$ cat src/rtl/uart_matrix_pkg.sv
// uart_matrix_pkg: shared states, header byte, default sizes and element packing helper
package uart_matrix_pkg;
`ifdef UART_MATRIX_LOADER_HDR_SYNC_EN
  typedef enum logic [2:0] {IDLE, LOAD_A, LOAD_B, HOLD, WAIT_HDR} state_t;
`else
  typedef enum logic [1:0] {IDLE, LOAD_A, LOAD_B, HOLD} state_t;
`endif
  localparam logic [7:0] HDR_BYTE = 8'hA5;
  localparam int DEF_DIM = 3;
  localparam int DEF_DATA_W = 8;
  function automatic int elem_lsb(input int k, input int w = DEF_DATA_W);
    return k * w;
  endfunction
endpackage

$ cat src/rtl/loader_timeout.sv
// loader_timeout: saturating idle counter that flags when TIMEOUT_CYC cycles pass without a clear
module loader_timeout #(
  parameter logic [15:0] TIMEOUT_CYC = 16'd40000
) (
  input  logic clk,
  input  logic rst_n,
  input  logic clr,
  input  logic run,
  output logic expired
);
  logic [15:0] cnt;
  // count while running, hold at the limit, restart on clear
  always_ff @(posedge clk or negedge rst_n)
    if (!rst_n) cnt <= '0;
    else if (clr) cnt <= '0;
    else if (run && cnt != TIMEOUT_CYC) cnt <= cnt + 16'd1;
  assign expired = cnt == TIMEOUT_CYC;
endmodule

$ cat src/rtl/uart_matrix_loader.sv
// uart_matrix_loader: assembles matrices A and B from UART bytes; header sync via UART_MATRIX_LOADER_HDR_SYNC_EN
module uart_matrix_loader
  import uart_matrix_pkg::*;
#(
  parameter int DIM = DEF_DIM,
  parameter int DATA_W = DEF_DATA_W,
  parameter logic [15:0] TIMEOUT_CYC = 16'd40000
) (
  input  logic                      clk,
  input  logic                      rst_n,
  input  logic [DATA_W-1:0]         rx_data,
  input  logic                      rx_done,
  input  logic                      rx_err,
  output logic [DIM*DIM*DATA_W-1:0] mat_a,
  output logic [DIM*DIM*DATA_W-1:0] mat_b,
  output logic                      mats_valid,
  input  logic                      mats_ready,
  output logic                      busy,
  output logic                      frame_err,
  output logic                      overrun
);
  localparam int N = DIM * DIM;
  localparam int IW = N > 1 ? $clog2(N) : 1;
  localparam logic [IW-1:0] LAST = IW'(N - 1);
  state_t state, state_n;
  logic [IW-1:0] idx;
  logic loading, start, take, last, abort, expired, clr;
  assign loading = state == LOAD_A || state == LOAD_B;
`ifdef UART_MATRIX_LOADER_HDR_SYNC_EN
  assign start = (state == IDLE || state == WAIT_HDR) && rx_done && rx_data == DATA_W'(HDR_BYTE);
`else
  assign start = state == IDLE && rx_done;
`endif
  assign take = loading && rx_done && !rx_err;
  assign last = idx == LAST;
  assign abort = loading && (rx_err || (expired && !rx_done));
  assign clr = rx_done || state_n != state;

  loader_timeout #(.TIMEOUT_CYC(TIMEOUT_CYC)) u_timeout (
    .clk(clk), .rst_n(rst_n), .clr(clr), .run(loading), .expired(expired)
  );

  // state register
  always_ff @(posedge clk or negedge rst_n)
    if (!rst_n) state <= IDLE;
    else state <= state_n;

  // next state: errors and timeouts abort, last element advances, handshake releases HOLD
  always_comb begin
    state_n = state;
    case (state)
`ifdef UART_MATRIX_LOADER_HDR_SYNC_EN
      IDLE:     state_n = start ? LOAD_A : WAIT_HDR;
      WAIT_HDR: state_n = start ? LOAD_A : WAIT_HDR;
`else
      IDLE:     state_n = start ? LOAD_A : IDLE;
`endif
      LOAD_A:   state_n = abort ? IDLE : (take && last) ? LOAD_B : LOAD_A;
      LOAD_B:   state_n = abort ? IDLE : (take && last) ? HOLD : LOAD_B;
      HOLD:     state_n = mats_ready ? IDLE : HOLD;
      default:  state_n = IDLE;
    endcase
  end

  // outputs that follow directly from the state
  always_comb begin
    busy = loading;
    mats_valid = state == HOLD;
  end

  // element storage, index and sticky status flags
  always_ff @(posedge clk or negedge rst_n)
    if (!rst_n) begin
      idx <= '0;
      mat_a <= '0;
      mat_b <= '0;
      frame_err <= 1'b0;
      overrun <= 1'b0;
    end else begin
      if (start) begin
        frame_err <= 1'b0;
        overrun <= 1'b0;
`ifdef UART_MATRIX_LOADER_HDR_SYNC_EN
        idx <= '0;
`else
        mat_a[elem_lsb(0, DATA_W) +: DATA_W] <= rx_data;
        idx <= IW'(1);
`endif
      end
      if (abort) begin
        frame_err <= 1'b1;
        idx <= '0;
      end else if (take) begin
        if (state == LOAD_A) mat_a[elem_lsb(int'(idx), DATA_W) +: DATA_W] <= rx_data;
        else mat_b[elem_lsb(int'(idx), DATA_W) +: DATA_W] <= rx_data;
        idx <= last ? '0 : idx + 1'b1;
      end
      if (state == HOLD && rx_done) overrun <= 1'b1;
    end
endmodule

$ cat config.mk
export PLATFORM = sky130hd
export DESIGN_NAME = uart_matrix_loader
export DESIGN_NICKNAME = d
export VERILOG_FILES = /design/src/rtl/uart_matrix_pkg.sv /design/src/rtl/loader_timeout.sv /design/src/rtl/uart_matrix_loader.sv
export SDC_FILE = /design/constraint.sdc
export NUM_CORES = 1
export LEC_CHECK = 0
export BUFFER_PORTS_ARGS = -buffer_cell sky130_fd_sc_hd__buf_2
export CORE_UTILIZATION = 30
export CTS_BUF_LIST = sky130_fd_sc_hd__clkbuf_4 sky130_fd_sc_hd__clkbuf_8
export DETAILED_ROUTE_END_ITERATION = 7
export SLEW_MARGIN = 20
export SYNTH_ARGS = -nofsm -noshare
export SYNTH_HDL_FRONTEND = slang
export SYNTH_HIERARCHICAL = 1
export SYNTH_SLANG_ARGS = --single-unit
$ cat constraint.sdc
create_clock -name clk -period 9.1 [get_ports clk]
set_clock_uncertainty 0.05 [all_clocks]
set_input_delay 0.91 -clock clk [delete_from_list [all_inputs] [get_ports clk]]
set_output_delay 0.91 -clock clk [all_outputs]
set_load 0.1 [all_outputs]
Word-level counts from Yosys, hierarchy flattened --
Cells that the tools add are included.
Word-level totals: register bits after elaboration 168, input port bits 13, output and inout port bits 148, logic and storage cells 64
Cells by class: add/subtract/negate cells 3, equality and inequality tests 7, shift operators 2, mux-type cells 22, bitwise gates (word level) 2, reductions and logical operators 20
Operators with widths (count):
- $bwmux 72 | 2
- $shift 8x33->72 const A | 1
- $shiftx 8x33->72 | 1
- $neg 7->33 | 1
- $mux 16 | 2
- $mux 8 | 4
- $add 16x1->16 const B | 1
- $eq 16x16->1 const B | 1
- $mux 4 | 4
- $ne 16x16->1 const B | 1
- $logic_and 1x1->1 | 8
- $mux 2 | 4
- $pmux 2 s4 | 1
- $reduce_and 3->1 | 2
- $reduce_bool 2->1 | 3
- $mux 1 | 5
- $add 4x1->4 const B | 1
- $eq 2x2->1 const B | 2
- $eq 4x4->1 const B | 1
- $logic_or 1x1->1 | 3
- $reduce_bool 3->1 | 1
- $eq 2x1->1 const B | 1
- $logic_not 1->1 | 2
- $logic_not 2->1 | 1
- other kinds (2) | 3

Depth between registers and ports, before layout --
Gate-level depths: netlist of the first run.
word-level depth 11, mapped depth 12

Modules after synthesis --
Netlist of the first run, hierarchy kept.
Modules (own cells, without submodules):
- uart_matrix_loader | instances 1, cells an instance 475, area each 6522.5 µm², sequential area each 3803.6 µm²
- loader_timeout | instances 1, cells an instance 91, area each 887.1 µm², sequential area each 400.4 µm²

Worst setup path before layout of the first run --
No wires, ideal clock.
path kind register -> register, from register u_timeout.cnt[9], to register u_timeout.cnt[0], setup time 132 ps, arrival time 3175 ps, setup slack 5743 ps, stages on the path, launching flop included 12, path buffers 2, path through dfrtp_1 or4b_4 or4_1 nor4_1 nand2b_1 a221oi_1 a21oi_1 xnor2_1 a211o_1 clkbuf_1 buf_1 nor2_1
Between the ends: longest elaborated chain between the ends 9, elaborated cells on any way between the ends 13, classes of those cells eq/ne: 3; mux: 4; reduce/logical: 6
RTL lines:
- start, declared | line loader_timeout.sv:11 | logic [15:0] cnt;
- start signal, assigned | line loader_timeout.sv:16 | else if (run && cnt != TIMEOUT_CYC) cnt <= cnt + 16'd1;
- $eq 16x16->1 (*) | line loader_timeout.sv:17 | assign expired = cnt == TIMEOUT_CYC;
- net expired | line uart_matrix_loader.sv:27 | logic loading, start, take, last, abort, expired, clr;
- $logic_and 1x1->1 (*) | line uart_matrix_loader.sv:36 | assign abort = loading && (rx_err || (expired && !rx_done));
- $logic_or 1x1->1 (*) | line uart_matrix_loader.sv:36
- $logic_and 1x1->1 (*) | line uart_matrix_loader.sv:36
- $mux 2 (on tied branches) | line uart_matrix_loader.sv:59, uart_matrix_loader.sv:58
- $pmux 2 s4 (*) | line uart_matrix_loader.sv:51 | case (state)
- net state_n[1] | line uart_matrix_loader.sv:25 | state_t state, state_n;
- $ne 2x2->1 (*) | line uart_matrix_loader.sv:37 | assign clr = rx_done || state_n != state;
- $logic_or 1x1->1 (*) | line uart_matrix_loader.sv:37
- net clr | line uart_matrix_loader.sv:27
- $mux 16 or $reduce_bool 2->1 (tied branches)
Mark *: on every way through the listed nets, which the timed path passes. The rest lies on a longest branch. A chain may end at the register's enable or synchronous reset.

Worst setup path after layout of the first run --
from register u_timeout.cnt[9], to register u_timeout.cnt[12]
The elaborated chain is that of the path after synthesis.

==> results of run 1 <==
-- metrics by stage --
stage                     cell area (um^2)  setup WS [ps]  cells  utilization  total power, mW
after floorplan                       7410           5740    566            -             1.42
after global placement                8560           5370   1038        0.353             1.57
after detailed placement              8570           5330   1038        0.353             1.58
after CTS                             8980           5280   1070        0.370             2.14
after global routing                  8990           4940   1070        0.371             2.23
final                                 8990           5300   1070        0.371             2.11
-- Yosys cell counts, drive strengths merged, types with 7 or more instances --
library cell	n	area, um^2
mux2i	9	90.1
ha	10	125
inv	19	71.3
nand4	7	50.1
and2	28	175
nor3	8	60.1
a21oi	8	43.8
dfrtp	168	4200
and3	10	62.6
mux2	129	1450
nand2	40	190
xnor2	7	61.3
o21ai	16	80.1
nor2	33	124
buf	8	46.3
nand3	9	50.1
-- layout make-up --
| type | count | share of cell area |
|---|---|---|
| clock buffer | 20 | 0.0306 |
| clock inverter | 12 | 0.0156 |
| inverter | 19 | 0.00793 |
| multi-input combinational | 366 | 0.342 |
| sequential | 168 | 0.468 |
| tap | 324 | 0.0451 |
| timing repair buffer | 161 | 0.0910 |
-- sequential cells by signal, summed over array words and instances (netlist names) --
name and count:
frame_err 1, mat_b 72, idx 4, overrun 1, state 2, mat_a 72, u_timeout/cnt 16
-- metal layers --
layer / track usage / routed length (um) / up-vias
met3: 0.0375 / 975 / 7
met1: 0.225 / 9280 / 2541
li1: - / - / 2327
met4: 0.0367 / 148 / 0
met2: 0.231 / 8610 / 128
met5: 0 / 0 / -
-- tightest hold or removal path, cell delays in order, from the launching register on --
cell and delay (ps):
dfrtp_1 350, nand2_1 40, o21ai_0 60
-- power breakdown --
| part | total [mW] | internal, mW | switching (mW) |
|---|---|---|---|
| sequential | 0.828 | 0.792 | 0.0355 |
| combinational | 0.731 | 0.155 | 0.575 |
| clock | 0.555 | 0.270 | 0.285 |
-- cells by family (layout without fill, tap and decap cells) --
kind of cell,count (synthesis),count (layout)
multiplexers,138,138
AO/OA/AOI/OAI,40,40
flip-flops,168,168
XOR/XNOR,12,12
AND/OR/NAND/NOR,166,166
adder cells (fa/ha/maj),10,10
buffers and inverters,32,212
-- worst max path at each step --
stage / from / to / depth (start not counted) / slack [ps]
final: u_timeout/cnt[9] / u_timeout/cnt[12] / 10 / 5300
after global routing: u_timeout/cnt[7] / u_timeout/cnt[12] / 10 / 4940
after CTS: u_timeout/cnt[7] / u_timeout/cnt[12] / 10 / 5280
after detailed placement: u_timeout/cnt[9] / u_timeout/cnt[12] / 10 / 5330
after global placement: u_timeout/cnt[9] / u_timeout/cnt[12] / 10 / 5370
after floorplan: u_timeout/cnt[9] / u_timeout/cnt[0] / 11 / 5740
==> flow_metrics.py, run 1 <==
metrics = {
    "sta": {
        "whs_ps": 432,
        "max_freq_ghz": 0.263,
        "hold_viol": 0,
        "rsz0062_at_grt": "false",
        "fin_crit_ps": 3800,
        "slew_viol_final": 0,
        "tightestPinTransition_ps": 948,
        "fin_crit_sh": 0.418,
        "relSlewSlack": 0.364,
        "setup_violations": 0,
        "setup_tns_ps": 0,
    },
    "layout": {
        "drive_above_1_share": 0.461,
        "final_common_cell": "dfrtp_1",
        "final_net_count": 756,
        "area_growth_pct": 21.3,
        "num-fill-cells": 2392,
        "seqCellArea_um2": 4200,
        "final_cell_mix": "dfrtp_1 (168), buf_2 (159), mux2_2 (124), nand2_1 (32), nor2_1 (31)",
        "multi_input_area_um2": 3070,
        "antenna-diode-count": 0,
    },
    "global_route": {
        "grt.overflow.total": 0,
        "grt_use_total": 0.155,
        "first_global_vias": 4875,
        "grt_pass1_wl_um": 29700,
        "grt_antenna_before_repair": 0,
        "grt_max_degree": 90,
    },
    "setup_path": {
        "slowest_stage": "or4b_4",
        "worst-r2r-cell-count": 10,
        "r2r_slack_ps": 5300,
        "cp_max_fo": 17,
        "end_kind": "flop",
        "worstReg2RegEnd": "u_timeout/cnt[12]",
        "cp_num_buf_inv": 0,
        "critPathTopFamily": "simple AND/OR/NAND/NOR gates",
        "slowest_delay_ps": 580,
        "reg2reg_from": "u_timeout/cnt[9]",
        "path_class": "flop to flop",
        "cp.required_ps": 9380,
        "crit_path_cell_trace": "or4b_4 > or4_1 > nor4_1 > nand2b_1 > a221oi_1 > a21oi_1 > xnor2_1 > a211o_1 > nor2b_1 > mux2_1",
        "crit_arrival_ps": 4080,
        "startpoint_type": "flop",
    },
    "yosys": {
        "ys_seq_area_frac": 0.567,
        "synth_nets": 589,
        "syn_inst": 566,
        "synth_fa_ha_area_frac": 0.0169,
        "synthMuxAreaShare": 0.208,
        "synth-compound-area-share": 0.0409,
        "synth_top_family_by_area": "multiplexers",
        "yosys_warnings": 6,
        "syn_area_per_cell_um2": 13.1,
        "ys.flop_type": "dfrtp_1",
        "ys_seq_elements": 168,
        "synth_enable_flop_cells": 0,
        "synth_cell_types": 55,
        "synth_xor_area_frac": 0.0142,
        "async_reset_ff_frac": 1.00,
        "yosys.area_share.simple": 0.134,
        "synth_area_um2": 7410,
    },
    "pwr": {
        "p_leak_nw": 4.78,
        "vdd_drop_max_mv": 0.142,
        "power_density_nw_per_um2": 235,
    },
    "routing": {
        "dr.pass1.iters": 6,
        "wl_per_cell_um": 17.8,
        "drt_iter0_drc": 308,
        "drc": 0,
        "routed_wl_um": 19000,
        "ant_nets": 0,
        "detailroute.via_count": 5003,
        "avgViaCountPerCell": 4.68,
    },
    "hold_path": {
        "min_from": "mat_a[44]",
        "min_path_type": "flop to flop",
        "hold_depth": 2,
        "min_to": "mat_a[44]",
    },
    "outcome": {
        "status": "finished, final reports clean",
    },
    "clocking": {
        "cts_tree": "done",
        "clock_latency_ps": 440,
        "cts_htree_levels": 4,
        "path_clk_slew_ps": 100,
        "cts_buffers": 17,
        "cts_resized": 0,
        "cts-root-buf": "clkbuf_8",
        "clockBufferDepth": 2,
        "clock-sinks": 168,
        "cts_setup_buffers": 0,
        "postCtsHoldBufs": 0,
    },
    "placed_design": {
        "portBuffers": 160,
        "gp_congestion": 0.817,
        "dp_hpwl_um": 13100,
    },
    "die": {
        "start_util": 0.306,
        "core_area_um2": 24200,
        "ios": 161,
        "die-area_um2": 25300,
        "fp-row-count": 57,
        "die_y_um": 159,
        "die_x_um": 159,
    },
    "flow_run": {
        "max-cap-violations": 0,
    },
}
Note: power is estimated with default switching activity, not from simulation.
==> inputs of run 2 (changes only) <==
- clock period: 9.1 -> 3.24 ns (I/O delays scaled with it)
==> flow_metrics.py, run 2 (synthesis results as in run 1) <==
metrics = {
    "outcome": {
        "status": "finished, final reports clean",
    },
    "die": {
        "die_y_um": 159,
        "fp-row-count": 57,
        "ios": 161,
        "die-area_um2": 25300,
        "core_area_um2": 24200,
        "start_util": 0.306,
        "die_x_um": 159,
    },
    "placed_design": {
        "portBuffers": 160,
        "dp_slack_ps": 36.9,
        "gp_congestion": 0.804,
        "dp_cells": 1055,
        "place_area_um2": 8710,
        "dp_hpwl_um": 13400,
    },
    "sta": {
        "fin_crit_sh": 0.971,
        "tightestPinTransition_ps": 813,
        "setup_violations": 0,
        "whs_ps": 184,
        "fin_ws_ps": 93.3,
        "hold_viol": 0,
        "relSlewSlack": 0.458,
        "max_freq_ghz": 0.318,
        "slew_viol_final": 0,
        "fin_crit_ps": 3150,
    },
    "pwr": {
        "swShare": 0.432,
        "p_leak_nw": 4.87,
        "p_switching_mw": 2.55,
        "power_frac_seq": 0.393,
        "vdd_drop_max_mv": 0.297,
        "power_density_nw_per_um2": 648,
        "p_clk_frac": 0.247,
        "internal-power_mw": 3.36,
        "pwr-share-comb": 0.360,
    },
    "setup_path": {
        "worstReg2RegEnd": "u_timeout/cnt[5]",
        "end_kind": "flop",
        "crit_arrival_ps": 3470,
        "worst-r2r-cell-count": 10,
        "r2r_slack_ps": 90,
        "cp_max_fo": 9,
        "reg2reg_from": "u_timeout/cnt[9]",
        "startpoint_type": "flop",
        "cp.required_ps": 3560,
        "path_class": "flop to flop",
    },
    "routing": {
        "ant_nets": 0,
        "avgViaCountPerCell": 4.67,
        "routed_wl_um": 19300,
        "dr.pass1.iters": 4,
        "drc": 0,
        "wl_per_cell_um": 17.7,
        "detailroute.via_count": 5083,
        "drt_iter0_drc": 237,
    },
    "hold_path": {
        "min_from": "rx_err",
        "min_to": "frame_err",
        "min_path_type": "input pin to flop",
        "hold_depth": 3,
    },
    "layout": {
        "reg_top3": "mat_a: 72 flops, mat_b: 72 flops, u_timeout/cnt: 16 flops",
        "multi_input_area_um2": 3100,
        "area_growth_pct": 23.0,
        "instances_no_fill": 1088,
        "final_common_cell": "dfrtp_1",
        "fin_area_um2": 9120,
        "final_core_util": 0.376,
        "antenna-diode-count": 0,
        "final_net_count": 775,
        "seqCellArea_um2": 4200,
        "drive_above_1_share": 0.475,
        "num-fill-cells": 2417,
        "final_cell_mix": "dfrtp_1 (168), buf_2 (159), mux2_2 (124), nor2_1 (33), nand2_1 (32)",
    },
    "clocking": {
        "clock-sinks": 168,
        "path_clk_slew_ps": 90,
        "cts_htree_levels": 4,
        "cts_buffers": 17,
        "clock_latency_ps": 450,
        "cts-root-buf": "clkbuf_8",
        "clockBufferDepth": 2,
        "cts_tree": "done",
    },
    "global_route": {
        "grt_antenna_before_repair": 1,
        "grt_max_degree": 86,
        "grt_use_total": 0.155,
        "grt_pass1_wl_um": 29900,
        "first_global_vias": 4996,
        "grt.overflow.total": 0,
    },
    "flow_run": {
        "max-cap-violations": 0,
    },
}
## run 2: changes by cell type in the layout (fill, tap and decap cells not counted), sizes merged
cell,previous run,this run
buf,161,179
inv,22,24
bufinv,2,1
clkbuf,20,19
clkinv,4,3
dlygate4sd3,0,1
## run 2: power by group through the flow
stage	sequential, mW	combinational, mW	clock (mW)
after CTS	2.32	2.15	1.52
after global placement	2.36	2.13	0
after floorplan	3.11	0.872	0
after global routing	2.34	2.26	1.60
after detailed placement	2.36	2.14	0
final	2.32	2.13	1.46
## run 2: routing by layer
metal | part of all wire | GRT usage | vias up
met1 | 0.49 | 0.217 | 2580
met2 | 0.46 | 0.241 | 123
met5 | 0.00052 | 0 | -
met4 | 0.0068 | 0.0363 | 2
met3 | 0.039 | 0.0365 | 14
li1 | - | - | 2364
## run 2: what timing repair did
action / in CTS / in global routing
hold buffers: 1 / 0
hold endpoints to repair: 83 / 0
setup endpoints to repair: 0 / 16
setup buffers: 0 / 1
resized for setup: 0 / 4
## run 2: how the worst max path moves through the flow
| stage | startpoint | endpoint | slack [ps] | cells past startpoint |
|---|---|---|---|---|
| global placement | u_timeout/cnt[9] | u_timeout/cnt[5] | 130 | 10 |
| floorplan | u_timeout/cnt[9] | u_timeout/cnt[12] | 5 | 11 |
| global route | u_timeout/cnt[9] | u_timeout/cnt[5] | -20 | 10 |
| finish | u_timeout/cnt[9] | u_timeout/cnt[5] | 90 | 10 |
| CTS | u_timeout/cnt[9] | u_timeout/cnt[5] | 20 | 10 |
| detailed placement | u_timeout/cnt[9] | u_timeout/cnt[7] | 40 | 10 |
## run 2: worst max-delay path, stage by stage (launching register included)
cell      delay (ps)
dfrtp_1          410
or4b_4           570
or4_4            510
nor4_4           280
nand2b_1         120
a221oi_2         260
a21oi_2          110
xnor2_1          140
a211o_1          320
buf_4            190
a21oi_1          110
## run 2: final cells by class
class | instances | share of cell area
clock buffers | 19 | 0.0273
clock inverters | 12 | 0.0129
inverters | 19 | 0.00782
multi-input cells | 366 | 0.340
flip-flops and latches | 168 | 0.461
well taps | 324 | 0.0445
repair buffers | 180 | 0.107
## run 2: stage by stage
step | TNS (ps) | total power [mW]
2_1_floorplan | 0 | 3.98
3_3_place_gp | 0 | 4.49
3_5_place_dp | 0 | 4.51
4_1_cts | 0 | 5.98
5_1_grt | -93.6 | 6.20
6_report | 0 | 5.91
==> inputs of run 3 (changes only) <==
- ABC_AREA: default -> 1
- BUFFER_PORTS_ARGS: -buffer_cell sky130_fd_sc_hd__buf_2 -> default
- DONT_BUFFER_PORTS: default -> 1
==> flow_metrics.py, run 3 <==
metrics = {
    "yosys": {
        "synth_cell_types": 37,
        "synth_area_um2": 8140,
        "ys_seq_area_frac": 0.516,
        "yosysTopAreaCellShare": 0.516,
        "ys_seq_elements": 168,
        "syn_inst": 979,
        "synth_nets": 1002,
        "synth.area.top_cells": "dfrtp_1 (52%), nand2_1 (17%), nand3_1 (5.0%)",
        "async_reset_ff_frac": 1.00,
        "syn_area_per_cell_um2": 8.31,
        "yosys_warnings": 6,
        "synth_enable_flop_cells": 0,
        "synth_top_area_cell": "dfrtp_1",
        "yosysMostFrequentCell": "nand2_1",
        "ys_top_cells_by_count": "nand2_1 (379), dfrtp_1 (168), nand3_1 (82)",
        "ys.flop_type": "dfrtp_1",
    },
    "placed_design": {
        "place_area_um2": 8420,
        "dp_hpwl_um": 15900,
        "dp_slack_ps": 565,
        "gp_congestion": 0.829,
        "portBuffers": 0,
    },
    "global_route": {
        "grt_max_degree": 169,
        "grt_antenna_before_repair": 0,
        "grt.overflow.total": 0,
        "grt_use_total": 0.167,
        "first_global_vias": 6286,
        "grt_pass1_wl_um": 36100,
    },
    "sta": {
        "setup_tns_ps": 0,
        "fin_crit_ps": 2730,
        "fin_ws_ps": 512,
        "relSlewSlack": 0.314,
        "slew_viol_final": 0,
        "setup_violations": 0,
        "hold_viol": 168,
        "tightestPinTransition_ps": 1030,
        "fin_crit_sh": 0.842,
        "max_freq_ghz": 0.367,
        "whs_ps": -496,
        "rsz0062_at_grt": "false",
    },
    "routing": {
        "routed_wl_um": 22500,
        "dr.pass1.iters": 5,
        "drc": 0,
        "ant_nets": 0,
        "wl_per_cell_um": 17.0,
        "drt_iter0_drc": 655,
        "detailroute.via_count": 6514,
        "avgViaCountPerCell": 4.93,
    },
    "setup_path": {
        "cp_max_fo": 16,
        "worst-r2r-cell-count": 14,
        "cp.required_ps": 3580,
        "slowest_stage": "inv_1",
        "worstReg2RegEnd": "u_timeout/cnt[7]",
        "r2r_slack_ps": 510,
        "crit_arrival_ps": 3070,
        "startpoint_type": "flop",
        "reg2reg_from": "state[0]",
        "end_kind": "flop",
        "slowest_delay_ps": 470,
        "path_class": "flop to flop",
        "crit_path_cell_trace": "inv_1 > ha_1 > nand2_1 > nor2_2 > nand2_1 > nand3_1 > nand3_1 > nand2_1 > nand2_1 > nand2_1 > nand2_1 > inv_1 > nand4_1 > nand2_1",
        "cpMostUsedCell": "nand2_1",
    },
    "pwr": {
        "vdd_drop_max_mv": 0.396,
        "p_clk_frac": 0.224,
        "power_frac_seq": 0.491,
        "p_switching_mw": 3.64,
        "pwr-share-comb": 0.285,
        "internal-power_mw": 3.45,
        "power_density_nw_per_um2": 800,
        "total_power_mw": 7.09,
        "swShare": 0.514,
        "p_leak_nw": 4.42,
    },
    "layout": {
        "area_growth_pct": 8.78,
        "final_cell_mix": "nand2_1 (379), dfrtp_1 (168), nand3_1 (82), inv_1 (55), nand4_1 (50)",
        "antenna-diode-count": 0,
        "fin_area_um2": 8850,
        "final_common_cell": "nand2_1",
        "reg_top3": "mat_a: 72 flops, mat_b: 72 flops, u_timeout/cnt: 16 flops",
        "drive_above_1_share": 0.0893,
        "final_net_count": 995,
    },
    "clocking": {
        "clock-sinks": 168,
        "cts_htree_levels": 4,
        "cts_buffers": 17,
        "clockBufferDepth": 2,
        "postCtsHoldBufs": 2,
        "clock_latency_ps": 450,
        "cts_resized": 0,
        "cts_setup_buffers": 0,
        "cts_tree": "done",
        "cts-root-buf": "clkbuf_8",
        "path_clk_slew_ps": 100,
    },
    "flow_run": {
        "max-cap-violations": 0,
    },
    "die": {
        "ios": 161,
        "die_x_um": 167,
        "die-area_um2": 27800,
        "fp-row-count": 59,
        "core_area_um2": 26400,
        "start_util": 0.309,
        "die_y_um": 167,
    },
    "outcome": {
        "violations": "hold timing",
        "status": "finished with violations",
    },
    "hold_path": {
        "min_path_type": "input pin to async pin",
    },
}
## run 3: power groups by stage
stage                     Combinational (mW)  Clock (mW)  Sequential (mW)
after floorplan                         1.64           0             3.46
final                                   2.02        1.59             3.48
after global placement                  2.02           0             3.52
after CTS                               2.03        1.64             3.48
after detailed placement                2.02           0             3.53
after global routing                    2.27        1.72             3.50
## run 3: logic make-up after synthesis
family	after synthesis	share of synthesized area
AND/OR/NAND/NOR	631	0.361
flip-flops	168	0.516
buffers and inverters	103	0.0598
AO/OA/AOI/OAI	59	0.0383
adder cells (fa/ha/maj)	10	0.0154
XOR/XNOR	8	0.00953
## run 3: worst max-delay path by stage
| stage | startpoint | endpoint | slack [ps] | cells after the start |
|---|---|---|---|---|
| after floorplan | state[0] | u_timeout/cnt[10] | 300 | 15 |
| after global placement | state[0] | mat_a[32] | 620 | 10 |
| after global routing | state[1] | u_timeout/cnt[0] | 210 | 14 |
| after detailed placement | state[0] | u_timeout/cnt[7] | 570 | 14 |
| after CTS | state[0] | u_timeout/cnt[14] | 530 | 14 |
| final | state[0] | u_timeout/cnt[7] | 510 | 14 |
## run 3: cell type report
| cell class | instances | area, um^2 |
|---|---|---|
| clock buffer | 19 | 255 |
| inverter | 61 | 231 |
| fill | 2756 | 17500 |
| timing repair buffer | 16 | 138 |
| multi-input combinational | 708 | 3450 |
| sequential | 168 | 4200 |
| clock inverter | 13 | 158 |
| tap | 335 | 419 |
## run 3: stage by stage
stage	instances	util
global route	1320	0.336
floorplan	979	-
detailed placement	1286	0.320
global placement	1286	0.320
finish	1320	0.336
CTS	1320	0.336
## run 3: routing by layer
metal | track usage | part of all wire
met5 | 0 | 0
met4 | 0.0483 | 0.014
met3 | 0.0566 | 0.083
met2 | 0.260 | 0.45
met1 | 0.219 | 0.45
## run 3: critical path, delay by kind of cell, from the launching register on
kind,cells,cell delay [ps]
fa+ha+maj,1,360
simple gates,11,1250
flops,1,410
buf+inv,2,580
